$ cat src/rtl/pixel_stream_pkg.sv
// pixel_stream_pkg: shared state type, RGB field layout and pixel width for
// the raster-order pixel stream transmitter.
package pixel_stream_pkg;

  typedef enum logic [1:0] {
    IDLE   = 2'd0,
    STREAM = 2'd1,
    DRAIN  = 2'd2,
    DONE   = 2'd3
  } tx_state_t;

  localparam int PIX_W = 8;
  localparam int R_MSB = 23;
  localparam int G_MSB = 15;
  localparam int B_MSB = 7;

  // Zero-extended R+G+B of one 24-bit frame-buffer word.
  function automatic logic [31:0] rgb_sum(input logic [23:0] word);
    rgb_sum = {24'd0, word[R_MSB -: PIX_W]}
            + {24'd0, word[G_MSB -: PIX_W]}
            + {24'd0, word[B_MSB -: PIX_W]};
  endfunction

endpackage

$ cat src/rtl/pixel_stream_tx.sv
// pixel_stream_tx: reads an INPUT_SIZE x INPUT_SIZE frame from a
// synchronous-read frame buffer in row-major order and emits one RGB pixel
// per cycle on stage1_en / pixel_r / pixel_g / pixel_b. The hold input stops
// new reads; data already requested still drains to the output.
// Optional build macro: PIX_TX_CHECKSUM_EN adds the frame_sum checksum port.
module pixel_stream_tx
  import pixel_stream_pkg::*;
#(
  parameter int INPUT_SIZE = 64,
  parameter int ADDR_W     = $clog2(INPUT_SIZE * INPUT_SIZE)
) (
  input  logic              clk,
  input  logic              reset,
  input  logic              start,
  input  logic              hold,
  output logic              mem_rd_en,
  output logic [ADDR_W-1:0] mem_addr,
  input  logic [23:0]       mem_rdata,
  output logic              stage1_en,
  output logic [PIX_W-1:0]  pixel_r,
  output logic [PIX_W-1:0]  pixel_g,
  output logic [PIX_W-1:0]  pixel_b,
  output logic              busy,
  output logic              frame_done
`ifdef PIX_TX_CHECKSUM_EN
  ,
  output logic [31:0]       frame_sum
`endif
);

  localparam logic [ADDR_W-1:0] ADDR_ZERO = ADDR_W'(0);
  localparam logic [ADDR_W-1:0] ADDR_ONE  = ADDR_W'(1);
  localparam logic [ADDR_W-1:0] LAST_ADDR = ADDR_W'(INPUT_SIZE * INPUT_SIZE - 1);

  tx_state_t         state_r;
  tx_state_t         state_nxt_s;
  logic [ADDR_W-1:0] addr_cnt_r;
  logic [ADDR_W-1:0] addr_cnt_nxt_s;
  logic [ADDR_W-1:0] issue_addr_s;
  logic              issue_s;
  logic              start_acc_s;
  logic              rd_valid_r;

  assign start_acc_s = (state_r == IDLE) && start;

  // Next-state, read-issue and address-counter decisions.
  always_comb begin
    state_nxt_s    = state_r;
    issue_s        = 1'b0;
    issue_addr_s   = addr_cnt_r;
    addr_cnt_nxt_s = addr_cnt_r;
    case (state_r)
      IDLE: begin
        if (start_acc_s) begin
          // The start edge itself issues address 0 unless the consumer stalls.
          state_nxt_s  = STREAM;
          issue_addr_s = ADDR_ZERO;
          if (hold) begin
            addr_cnt_nxt_s = ADDR_ZERO;
          end else begin
            issue_s        = 1'b1;
            addr_cnt_nxt_s = ADDR_ONE;
          end
        end else begin
          state_nxt_s = IDLE;
        end
      end
      STREAM: begin
        if (hold) begin
          state_nxt_s = STREAM;
        end else begin
          issue_s        = 1'b1;
          addr_cnt_nxt_s = addr_cnt_r + ADDR_ONE;
          if (addr_cnt_r == LAST_ADDR) begin
            state_nxt_s = DRAIN;
          end else begin
            state_nxt_s = STREAM;
          end
        end
      end
      DRAIN: begin
        // Both the outstanding request and the returning word must be gone.
        if (!mem_rd_en && !rd_valid_r) begin
          state_nxt_s = DONE;
        end else begin
          state_nxt_s = DRAIN;
        end
      end
      DONE: begin
        state_nxt_s = IDLE;
      end
      default: begin
        state_nxt_s = IDLE;
      end
    endcase
  end

  // FSM state, address counter and registered read-port / status outputs.
  always_ff @(posedge clk) begin
    if (!reset) begin
      state_r    <= IDLE;
      addr_cnt_r <= ADDR_ZERO;
      mem_rd_en  <= 1'b0;
      mem_addr   <= ADDR_ZERO;
      busy       <= 1'b0;
      frame_done <= 1'b0;
    end else begin
      state_r    <= state_nxt_s;
      addr_cnt_r <= addr_cnt_nxt_s;
      mem_rd_en  <= issue_s;
      if (issue_s) begin
        mem_addr <= issue_addr_s;
      end else begin
        mem_addr <= mem_addr;
      end
      busy       <= (state_nxt_s == STREAM) || (state_nxt_s == DRAIN);
      frame_done <= (state_nxt_s == DONE);
    end
  end

  // Read-data pipeline: the word requested last cycle is captured as a pixel.
  always_ff @(posedge clk) begin
    if (!reset) begin
      rd_valid_r <= 1'b0;
      stage1_en  <= 1'b0;
      pixel_r    <= {PIX_W{1'b0}};
      pixel_g    <= {PIX_W{1'b0}};
      pixel_b    <= {PIX_W{1'b0}};
    end else begin
      rd_valid_r <= mem_rd_en;
      stage1_en  <= rd_valid_r;
      if (rd_valid_r) begin
        pixel_r <= mem_rdata[R_MSB -: PIX_W];
        pixel_g <= mem_rdata[G_MSB -: PIX_W];
        pixel_b <= mem_rdata[B_MSB -: PIX_W];
      end else begin
        pixel_r <= pixel_r;
        pixel_g <= pixel_g;
        pixel_b <= pixel_b;
      end
    end
  end

`ifdef PIX_TX_CHECKSUM_EN
  // Per-frame R+G+B checksum, cleared at start accept and held after the frame.
  always_ff @(posedge clk) begin
    if (!reset) begin
      frame_sum <= 32'd0;
    end else if (start_acc_s) begin
      frame_sum <= 32'd0;
    end else if (rd_valid_r) begin
      frame_sum <= frame_sum + rgb_sum(mem_rdata);
    end else begin
      frame_sum <= frame_sum;
    end
  end
`endif

endmodule
$ cat config.mk
export PLATFORM = sky130hd
export DESIGN_NAME = pixel_stream_tx
export DESIGN_NICKNAME = d
export VERILOG_FILES = /design/src/rtl/pixel_stream_pkg.sv /design/src/rtl/pixel_stream_tx.sv
export SDC_FILE = /design/constraint.sdc
export NUM_CORES = 1
export LEC_CHECK = 0
export CAP_MARGIN = 20
export CORE_ASPECT_RATIO = 1.4
export CORE_MARGIN = 4
export CORE_UTILIZATION = 50
export CTS_CLUSTER_DIAMETER = 80
export CTS_CLUSTER_SIZE = 25
export DETAILED_ROUTE_END_ITERATION = 8
export MAX_ROUTING_LAYER = met4
export PLACE_DENSITY = 0.85
export SYNTH_ARGS = -nofsm -noshare
export SYNTH_HDL_FRONTEND = slang
export SYNTH_SLANG_ARGS = --single-unit
$ cat constraint.sdc
create_clock -name clk -period 4.3 [get_ports clk]
set_input_delay 1.075 -clock clk [delete_from_list [all_inputs] [get_ports clk]]
set_output_delay 1.075 -clock clk [all_outputs]
set_load 0.005 [all_outputs]
==> run summary <==
The run finished with clean final reports. The final setup TNS is 0 ns. The layout overhead on the synthesized area came out at 35.4%. The worst register-to-register path begins at addr_cnt_r[6]. The setup-violating endpoint count in the final report came out at 0. The share of the cycle needed by the critical path after routing is 0.573. The power share of the combinational group is 0.096. The ratio of routed vias to standard cells came out at a little over 5. The arrival time reported for the critical path endpoint came out at roughly 2.6 ns. The destination of the worst register-to-register timing path is busy. Of all flip-flops after synthesis, the portion carrying an async set or reset was 0. The share of post-route cells with drive strength above 1 is 0.0659. The final critical delay including setup and external delays is approximately 2.5 ns. The share of the yosys chip area belonging to registers came out at 0.494. The count of filler cells inserted in the layout came out at between 300 and 400. The repair_antennas step left the layout with diodes totalling 0. The compound-cell area share of the yosys netlist is 0.133.

The initial DRC count came out at just under 70. The number of gates resized after cts came out at 0. Of the total synthesized cell area, the portion taken by AND, OR, NAND and NOR gates is 0.181. The count of flip-flops with a built-in enable after synthesis is 0. The post-route total power came out at roughly 0.00091 W. The routed length per instance came out at ~14 um.

The chip height came out at 87.0 um. The quantity of I/O buffers inserted on ports is between 60 and 70. The final count of pins violating max slew came out at 0. Summed over all nets, the half-perimeter wirelength after detailed placement is ~3500 um. On the critical path, the stage with the largest delay is an instance of clkdlybuf4s50_1. The core outline area came out at between 4000 and 5000 um2.

Counting instances, the worst hold path has a depth of 1. The area of all sequential standard cells is 1100 um2. The final hold violation count was 0.

The number of optimization iterations in the first detailed-route pass came out at 4. In this run the post-CTS setup repair buffer count came out at 0. The switching power of the nets is between 0.0002 and 0.00025 W. The die width came out at approximately 64 um.

The total vias in the final route came out at around 1,700. The global-route wire length before repair is about 8100 um. The critical path goes through clkdlybuf4s50_1 > nand2b_1 > a2111oi_2 > xnor2_1 > nor2_1. The number of global-route vias before repair is 1,791. After synthesis, the largest family of logic cells by area is simple AND/OR/NAND/NOR gates. The maximum net fanout on the critical path is 9. Entering global routing, the biggest net connects 28 pins.

The worst supply voltage drop on vdd is 0.000228 V. The number of register bits inferred by synthesis came out at 55. The areal power density over the cells came out at 301 nW/um2. The slew at the pin closest to its max-slew limit is 0.817 ns.

The post-cts hold buffer count came out at 0. The combined area of the multi-input logic cells came out at 1050 um2. The number of instances in the synthesized netlist is around 210. CTS built an H-tree with a depth of 2. The sequential cell fraction of total power is 0.579. The area of the mapped netlist is roughly 2200 um2. The overall track demand over capacity in global routing came out at 0.186. The post-route clock skew is 0.00990 ns. STA classifies the critical path endpoint as a flip-flop. The floorplan has 28 rows. After detailed routing, the total wire length is between 4000 and 5000 um. The static leakage is 1.01 nW. In this run the clock root is driven by a clkbuf_8.

The I/O pin count is slightly below 70. Cell internal power was estimated by the tool at slightly above 0.0007 W. The post-synthesis share of cell area spent on full adders, half adders and majority gates is 0.0112.

Yosys printed 0 warnings. Summed over all layers, the global routing overflow is 0. The largest stage delay on the critical path is roughly 0.50 ns.

The xor/xnor cell area share of the yosys netlist came out at 0.0314. Counting every sink on the clock net gives 55. The minimum setup slack among reg-to-reg paths came out at 2.39 ns. The detail route stage leaves a number of antenna-violating nets equal to 0. Counting every net in the synthesized netlist gives between 200 and 250. The fmax came out at around 410 MHz. STA classifies the critical path startpoint as a primary input.

The remaining routing DRC violations came out at 0. For this configuration, the core starts out at a cell density of 0.522. The mean instance size in the synthesized netlist is between 10 and 15 um2. Max-cap violations in this run came to 0.

The total clock buffers created by CTS is 5. TritonCTS built the clock tree. On the final layout, the worst hold slack is 0.480 ns. The kind of path behind the tightest hold check is flip-flop to flip-flop.

The post-synthesis mux area share came out at 0.113. The path with the worst hold slack has its endpoint at mem_addr[6]. In this run the most critical hold path is launched from mem_addr[6]. The depth of the worst register-to-register path is 5. The setup path with the least slack is of type primary input to flip-flop. The headroom to the max-slew limit is 0.454. The clock latency at the later pin of the worst-skew pair is between 0.3 and 0.4 ns. Setup repair after global routing left no endpoint under its margin. The clock network fraction of design power came out at 0.326.

The routability congestion estimate came out at approximately 0.80. The number of buffers between clock root and the deepest sink came out at 2. The overall die area came out at approximately 5600 um2.

Of the total power, the share spent switching nets is 0.225. The initial antenna violation count came out at 0. The net count reported at finish came out at slightly above 300. After clock tree synthesis, the clock-pin slew on the worst setup and hold paths is 0.09 ns.

The worst path required time came out at ~4.5 ns. Yosys mapped the design onto 37 distinct sky130hd cell types. The most frequently used flop master after synthesis is dfxtp_1.
power by group through the flow:
stage	registers [W]	clock network, W	logic, W
floorplan	0.000537	0	0.0000426
global placement	0.000538	0	0.0000865
detailed placement	0.000538	0	0.0000877
CTS	0.000527	0.000301	0.0000882
global route	0.000528	0.000319	0.0000958
finish	0.000526	0.000296	0.0000870
Yosys cell counts (3+ instances only):
master,instances,area [um2]
dfxtp_1,55,1100
nor2b_1,26,163
mux2i_1,24,240
a22o_1,12,105
nor2_1,12,45.0
clkbuf_1,8,30.0
xnor2_1,8,70.1
and2_1,7,43.8
a2111oi_2,5,75.1
nand2_1,5,18.8
nand2b_1,5,31.3
a21oi_1,4,20.0
inv_1,4,15.0
a211oi_1,3,22.5
nand3_1,3,15.0
nor3_1,3,15.0
routing by layer:
metal  part of all wire  GRT usage  vias to the layer above
met4              0.011     0.0577                        0
met3              0.078     0.0698                        8
met1               0.41      0.202                      811
met5                  0          -                        -
met2               0.50      0.316                       54
li1                   -          -                      852
sequential cells by signal (all words and copies together), names as in the netlist:
signal / flops
addr_cnt_r: 12
busy: 1
frame_done: 1
mem_addr: 12
mem_rd_en: 1
pixel_b: 8
pixel_g: 8
pixel_r: 8
rd_valid_r: 1
stage1_en: 1
state_r: 2
critical path, delay by kind of cell:
kind	cells	cell delay [ns]
AND/OR/NAND/NOR	2	0.45
AO/OA/AOI/OAI	1	0.42
XOR/XNOR	1	0.17
buffers and inverters	1	0.50
through the flow:
stage	utilization	setup WS, ns	area [um2]	instances
6_report	0.706	1.84	3020	333
5_1_grt	0.706	1.62	3020	333
4_1_cts	0.706	1.83	3020	333
3_5_place_dp	0.684	1.50	2920	325
3_3_place_gp	0.684	1.52	2920	325
2_1_floorplan	-	2.20	2230	209
cell type report:
cell class	instances	share of cell area
sequential	55	0.365
multi-input combinational	137	0.347
timing repair buffer	69	0.227
clock buffer	7	0.0286
tap	60	0.0249
inverter	4	0.00497
clock inverter	1	0.00290
cell families (layout without fill, tap and decap cells):
family / Yosys count / after routing
adder cells (fa/ha/maj): 2 / 2
buffers and inverters: 17 / 81
flip-flops: 55 / 55
multiplexers: 25 / 25
AND/OR/NAND/NOR: 69 / 69
XOR/XNOR: 8 / 8
AO/OA/AOI/OAI: 33 / 33
placed cells by master, fill, tap and decap left out, drive strengths merged, types with 7 or more instances in the layout:
master | Yosys | routed
clkdlybuf4s50 | 0 | 67
dfxtp | 55 | 55
nor2b | 26 | 26
mux2i | 24 | 24
a22o | 13 | 13
nor2 | 12 | 12
xnor2 | 8 | 8
and2 | 7 | 7
clkbuf | 8 | 7
how the worst max path moves through the flow:
stage,start,end,depth (start not counted)
6_report,hold,addr_cnt_r[9],5
5_1_grt,start,mem_addr[3],5
4_1_cts,hold,busy,6
3_5_place_dp,hold,addr_cnt_r[8],5
3_3_place_gp,hold,busy,6
2_1_floorplan,hold,busy,5
Power figures use the tool's default switching activity.
